--- src/rtl/tt_ternary_pkg.sv ---
// Shared definitions for the ternary weight unpacker: 2-bit code values,
// signed weight values, FSM state encoding and ui_param field positions.
package tt_ternary_pkg;

  // Packed 2-bit weight codes as they arrive on the input bus
  localparam logic [1:0] CODE_ZERO = 2'b00;
  localparam logic [1:0] CODE_POS  = 2'b01;
  localparam logic [1:0] CODE_NEG  = 2'b11;
  localparam logic [1:0] CODE_ILL  = 2'b10;

  // Decoded signed 2-bit weights
  localparam logic signed [1:0] W_ZERO = 2'sb00;
  localparam logic signed [1:0] W_POS  = 2'sb01;
  localparam logic signed [1:0] W_NEG  = 2'sb11;

  // Loader states
  typedef enum logic [1:0] {
    ST_IDLE = 2'd0,
    ST_FILL = 2'd1,
    ST_DONE = 2'd2
  } state_t;

  // Input word and shape-parameter layout
  localparam int IN_W     = 16;
  localparam int PARAM_W  = 7;
  localparam int ROWS_MSB = 6;
  localparam int ROWS_LSB = 3;
  localparam int COLS_MSB = 2;
  localparam int COLS_LSB = 0;

  // Map one code to its weight; the illegal code reads as zero
  function automatic logic signed [1:0] decode_code(input logic [1:0] code);
    case (code)
      CODE_POS: return W_POS;
      CODE_NEG: return W_NEG;
      default:  return W_ZERO;
    endcase
  endfunction

endpackage

--- src/rtl/tt_ternary_decode.sv ---
// Single-column ternary decoder: one 2-bit code to one signed 2-bit weight.
// The illegal-code flag port exists only when TERNARY_ERR_EN is defined.
module tt_ternary_decode
  import tt_ternary_pkg::*;
(
  input  logic [1:0]        code,
  output logic signed [1:0] weight
`ifdef TERNARY_ERR_EN
  ,
  output logic              illegal
`endif
);

  // Pure table lookup, no state
  assign weight = decode_code(code);

`ifdef TERNARY_ERR_EN
  // Flag the reserved code so the top can raise its sticky error
  assign illegal = (code == CODE_ILL);
`endif

endmodule

--- src/rtl/tt_um_weight_unpack.sv ---
// Ternary weight unpacker: loads one packed 16-bit row per accepted word into
// a MAX_IN_LEN x MAX_OUT_LEN array of signed 2-bit weights.
// Optional feature: TERNARY_ERR_EN enables the sticky illegal-code flag uo_err;
// without it uo_err is tied low.
module tt_um_weight_unpack
  import tt_ternary_pkg::*;
#(
  parameter int MAX_IN_LEN  = 16,
  parameter int MAX_OUT_LEN = 8
) (
  input  logic                                 clk,
  input  logic                                 rst_n,
  input  logic                                 ena,
  input  logic [IN_W-1:0]                      ui_input,
  input  logic [PARAM_W-1:0]                   ui_param,
  output logic [2*MAX_IN_LEN*MAX_OUT_LEN-1:0]  uo_weights,
  output logic                                 uo_done,
  output logic                                 uo_busy,
  output logic                                 uo_err
);

  localparam int ROW_W      = 2 * MAX_OUT_LEN;
  localparam int CNT_W      = (MAX_IN_LEN > 1) ? $clog2(MAX_IN_LEN) : 1;
  localparam int IN_COLS    = IN_W / 2;
  localparam int ROWS_W     = ROWS_MSB - ROWS_LSB + 1;
  localparam int COLS_W     = COLS_MSB - COLS_LSB + 1;
  localparam int ROWS_MAX_I = (1 << ROWS_W) - 1;
  localparam int ROWS_CAP_I = (MAX_IN_LEN - 1 > ROWS_MAX_I) ? ROWS_MAX_I : MAX_IN_LEN - 1;
  localparam logic [ROWS_W-1:0] ROWS_CAP = ROWS_W'(ROWS_CAP_I);

  state_t               state_reg, state_next;
  logic [CNT_W-1:0]     row_cnt_reg, row_cnt_next;
  logic [PARAM_W-1:0]   param_reg, param_next;
  logic                 done_reg, done_next;

  logic                 load_start;
  logic                 fill_write;
  logic [ROWS_W-1:0]    rows_in;
  logic [CNT_W-1:0]     row_last;
  logic [COLS_W-1:0]    cols_sel;
  logic [ROW_W-1:0]     dec_row;
  logic [MAX_OUT_LEN-1:0] col_active;
`ifdef TERNARY_ERR_EN
  logic [MAX_OUT_LEN-1:0] col_illegal;
  logic                 err_reg;
`endif

  // A rows field larger than the array is clamped so the counter never wraps
  assign rows_in  = (ui_param[ROWS_MSB:ROWS_LSB] > ROWS_CAP) ? ROWS_CAP
                                                             : ui_param[ROWS_MSB:ROWS_LSB];
  assign row_last = CNT_W'(param_reg[ROWS_MSB:ROWS_LSB]);

  // The first word of a load uses the live shape, later words the latched one
  assign cols_sel = (state_reg == ST_IDLE) ? ui_param[COLS_MSB:COLS_LSB]
                                           : param_reg[COLS_MSB:COLS_LSB];

  // One decoder per column; inactive or beyond-bus columns decode to zero
  genvar gi;
  generate
    for (gi = 0; gi < MAX_OUT_LEN; gi++) begin : g_col
      logic [1:0]        code;
      logic signed [1:0] weight;
`ifdef TERNARY_ERR_EN
      logic              illegal;
`endif

      if (gi < IN_COLS) begin : g_live
        localparam logic [COLS_W-1:0] COL_IDX = COLS_W'(gi);
        assign code           = ui_input[2*gi +: 2];
        assign col_active[gi] = (COL_IDX <= cols_sel);
      end else begin : g_pad
        assign code           = CODE_ZERO;
        assign col_active[gi] = 1'b0;
      end

      tt_ternary_decode u_dec (
        .code    (code),
        .weight  (weight)
`ifdef TERNARY_ERR_EN
        ,
        .illegal (illegal)
`endif
      );

      assign dec_row[2*gi +: 2] = col_active[gi] ? weight : W_ZERO;
`ifdef TERNARY_ERR_EN
      assign col_illegal[gi] = col_active[gi] & illegal;
`endif
    end
  endgenerate

  // Next-state logic: decides when a word is accepted and where it goes
  always_comb begin
    state_next   = state_reg;
    row_cnt_next = row_cnt_reg;
    param_next   = param_reg;
    done_next    = 1'b0;
    load_start   = 1'b0;
    fill_write   = 1'b0;
    case (state_reg)
      ST_IDLE: begin
        if (ena) begin
          load_start   = 1'b1;
          param_next   = {rows_in, ui_param[COLS_MSB:COLS_LSB]};
          row_cnt_next = CNT_W'(1);
          if (rows_in == '0) begin
            state_next = ST_DONE;
            done_next  = 1'b1;
          end else begin
            state_next = ST_FILL;
          end
        end
      end
      ST_FILL: begin
        if (ena) begin
          fill_write = 1'b1;
          if (row_cnt_reg == row_last) begin
            state_next = ST_DONE;
            done_next  = 1'b1;
          end else begin
            row_cnt_next = row_cnt_reg + CNT_W'(1);
          end
        end
      end
      ST_DONE: begin
        if (!ena) begin
          state_next = ST_IDLE;
        end
      end
      default: begin
        state_next = ST_IDLE;
      end
    endcase
  end

  // Control registers: state, row counter, latched shape and done pulse
  always_ff @(posedge clk or negedge rst_n) begin
    if (!rst_n) begin
      state_reg   <= ST_IDLE;
      row_cnt_reg <= '0;
      param_reg   <= '0;
      done_reg    <= 1'b0;
    end else begin
      state_reg   <= state_next;
      row_cnt_reg <= row_cnt_next;
      param_reg   <= param_next;
      done_reg    <= done_next;
    end
  end

  // Weight rows: a load start writes row 0 and clears the rest in one edge
  generate
    for (gi = 0; gi < MAX_IN_LEN; gi++) begin : g_row
      localparam logic [CNT_W-1:0] ROW_IDX = CNT_W'(gi);
      logic [ROW_W-1:0] row_reg;

      // Row storage; only accepted words or reset change it
      always_ff @(posedge clk or negedge rst_n) begin
        if (!rst_n) begin
          row_reg <= '0;
        end else if (load_start) begin
          row_reg <= (gi == 0) ? dec_row : '0;
        end else if (fill_write && (row_cnt_reg == ROW_IDX)) begin
          row_reg <= dec_row;
        end
      end

      assign uo_weights[gi*ROW_W +: ROW_W] = row_reg;
    end
  endgenerate

`ifdef TERNARY_ERR_EN
  // Sticky error: restarted from the first word of each load, then accumulates
  always_ff @(posedge clk or negedge rst_n) begin
    if (!rst_n) begin
      err_reg <= 1'b0;
    end else if (load_start) begin
      err_reg <= |col_illegal;
    end else if (fill_write && (|col_illegal)) begin
      err_reg <= 1'b1;
    end
  end

  assign uo_err = err_reg;
`else
  assign uo_err = 1'b0;
`endif

  assign uo_done = done_reg;
  assign uo_busy = (state_reg == ST_FILL);

endmodule

--- config.mk ---
export PLATFORM = sky130hd
export DESIGN_NAME = tt_um_weight_unpack
export DESIGN_NICKNAME = d
export VERILOG_FILES = /design/src/rtl/tt_ternary_pkg.sv /design/src/rtl/tt_ternary_decode.sv /design/src/rtl/tt_um_weight_unpack.sv
export SDC_FILE = /design/constraint.sdc
export NUM_CORES = 1
export LEC_CHECK = 0
export CAP_MARGIN = 20
export CORE_ASPECT_RATIO = 0.75
export CORE_MARGIN = 2
export CORE_UTILIZATION = 45
export DETAILED_ROUTE_END_ITERATION = 16
export DONT_BUFFER_PORTS = 1
export PLACE_DENSITY_LB_ADDON = 0.1
export SLEW_MARGIN = 10
export SYNTH_ARGS = -nofsm -noshare
export SYNTH_HDL_FRONTEND = slang
export SYNTH_SLANG_ARGS = --single-unit
--- constraint.sdc ---
create_clock -name clk -period 3.9 [get_ports clk]
set_input_delay 0.78 -clock clk [delete_from_list [all_inputs] [get_ports clk]]
set_output_delay 0.78 -clock clk [all_outputs]
set_load 0.02 [all_outputs]
==> flow_summary.toml <==
[timing]
tightest_slew_ns = 1.073
setup_violations = 0
timing.final.ws_setup_ns = 1.092
fin_skew_ns = 0.01342
hold-worst-slack_ns = -0.05711
period_minus_slack_ns = 2.808
rsz0062_at_grt = "false"
relSlewSlack_pct = 28.44
slew_violations = 0
max_freq_mhz = 356.2
finalHoldViolations = 109
fin_crit_sh_pct = 71.99
finalSetupTns_ns = 0

[hold_path]
hold_path_class = "primary input to asynchronous set/reset pin"

[layout]
nNetsFinal = 999
num-fill-cells = 2167
area_growth_pct = 9.223
drive_gt1_share_pct = 10.94
largest_reg_flops = 256
final_cell_mix = "270 x dfrtp_1, 248 x nand3_1, 163 x o21ai_0"
final_common_cell = "dfrtp_1"
fin_util_pct = 49.64
diodes = 0

[power_and_ir_drop]
leakage_nw = 5.335
pwr-share-comb_pct = 19.6
vdd_ir_drop_max_v = 0.0003944
p_sw_mw = 2.924
swShare_pct = 36.47
power.internal_mw = 5.094
p_seq_share_pct = 47.3
clockPowerShare_pct = 33.1
power_density_nw_per_um2 = 679.0

[detailed_routing]
routed.top_layer = "met4"
met1_length_um = 13930
vias = 7461
antenna_left = 0
wl_met3_um = 3124
detail_route.first_pass.iterations = 4
drc = 0
wirelength_um = 31700
wl_met2_um = 14030
viasPerCell = 5.770
drt-initial-drc-count = 578
wl_per_cell_um = 24.51

[clock_tree]
cts.sink_count = 270
clk_latency_ns = 0.53
htree_levels = 1
cts_buffers = 27
cts_tree = "done"
clk_pin_slew_ns = 0.06
cts-root-buf = "clkbuf_16"
clock_path_buffers = 3
post_cts_buffers = 0
cts_resized = 0

[setup_path]
cp.required_ns = 4.31
r2r_setup_slack_ns = 1.09
crit_end = "g_row[13].row_reg[13]"
rr_startpoint = "state_reg[0]"
crit_start = "state_reg[0]"
cpMaxStageDelayCell = "nand4_1"
path_class = "flop to flop"
max_stage_delay_ns = 0.88
timing.critical_path.cells = "or3b_4 > nand4_1 > o21ai_1"
r2r_cells = 3
critPathCaptureType = "flop"
cp_data_arrival_time_ns = 3.22
r2r_end = "g_row[13].row_reg[13]"
cp_max_fo = 46
startpoint_type = "flop"

[global_route]
antenna_found_initial = 0
grt_start_max_net_pins = 271
grt_pass1_vias = 7126
grt_pass1_wl_um = 47820
grt_usage_pct = 24.78
grt_remaining_overflow = 0

[floorplanning]
design.core.area_um2 = 23790
io_pins = 285
die_height_um = 138.2
initial_core_util_pct = 45.45
fp.dieW_um = 183.0
die_area_um2 = 25290
num_rows = 49

[synth]
synth_cell_types = 50
ys_ff_latch = 270
ys_seq_area_share_pct = 62.49
ys_dominant_reg_cell = "dfrtp_1"
synthesis.nets = 1046
synth_enable_flop_cells = 0
netlist_area_um2 = 10810
synth_warnings = 0
syn_avg_cell_area_um2 = 10.64
async_reset_ff_share_pct = 100.0
syn_inst = 1016

[placement]
pre_cts_ws_ns = 1.038
hpwl_um = 19800
portBuffers = 0
gp_congestion = 0.8018

[run_status]
violations = "negative hold slack"
status = "complete, but fails checks"

[job]
cap_violations = 0
==> power by group through the flow <==
stage	Clock [mW]	Combinational, mW	Sequential [mW]
floorplan	0	1.26	3.68
global placement	0	1.57	3.84
detailed placement	0	1.58	3.84
CTS	2.71	1.58	3.80
global route	2.81	1.74	3.84
finish	2.65	1.57	3.79
==> cell usage after synthesis, drive strengths merged (3+ instances only) <==
cell type | instances | area [µm²]
nand2 | 50 | 187.7
nand3 | 250 | 1276
inv | 4 | 15.01
clkbuf | 62 | 235.2
dfrtp | 270 | 6756
or3b | 3 | 26.28
nor2b | 3 | 18.77
xnor2 | 4 | 35.03
buf | 40 | 251.5
a22o | 3 | 26.28
a21oi | 3 | 26.28
and2 | 3 | 18.77
o21ai | 242 | 1324
nand4 | 10 | 92.59
o211ai | 3 | 27.52
nor2 | 23 | 86.33
mux2i | 15 | 150.1
ha | 4 | 50.05
nor4 | 4 | 25.02
==> critical path: cells and delay by family, from the launching register on <==
kind / cells / cell delay (ns)
AO/OA/AOI/OAI: 1 / 0.40
AND/OR/NAND/NOR: 2 / 1.56
flip-flops: 1 / 0.68
==> cells by family after synthesis <==
| family | after synthesis | synth area share, % |
|---|---|---|
| AND/OR/NAND/NOR | 354 | 16.57 |
| flip-flops | 270 | 62.49 |
| AO/OA/AOI/OAI | 262 | 14.08 |
| buffers and inverters | 106 | 4.641 |
| multiplexers | 15 | 1.389 |
| adder cells (fa/ha/maj) | 4 | 0.4629 |
| XOR/XNOR | 4 | 0.3240 |
| other | 1 | 0.03468 |
==> worst min path at each step <==
stage                                end  cells past startpoint
floorplan                   param_reg[3]                      2
global placement     g_row[9].row_reg[9]                      0
detailed placement   g_row[9].row_reg[9]                      0
CTS                  g_row[9].row_reg[2]                      0
global route         g_row[9].row_reg[9]                      0
finish              g_row[9].row_reg[10]                      0
==> final cells by class <==
class / instances / area [µm²] / share of cell area (%)
clock buffers: 39 / 780.7 / 6.612
clock inverters: 8 / 118.9 / 1.007
inverters: 4 / 15.01 / 0.1271
multi-input cells: 640 / 3560 / 30.14
flip-flops and latches: 270 / 6756 / 57.22
well taps: 306 / 382.9 / 3.242
repair buffers: 26 / 195.2 / 1.653
==> through the flow <==
stage / power [mW] / hold slack [ns] / cell area (µm²) / instances
CTS: 8.086 / -0.07816 / 11810 / 1293
floorplan: 4.936 / 0.4665 / 10810 / 1016
detailed placement: 5.419 / 0.4868 / 10910 / 1246
global placement: 5.408 / 0.4885 / 10910 / 1246
finish: 8.019 / -0.05711 / 11810 / 1293
global route: 8.396 / -0.07898 / 11810 / 1293
==> metal layers <==
metal	up-vias	track usage (%)
met5	-	0
met4	0	4.800
li1	3498	-
met1	3655	34.77
met2	267	37.38
met3	41	9.036
Note: power is estimated with default switching activity, not from simulation.
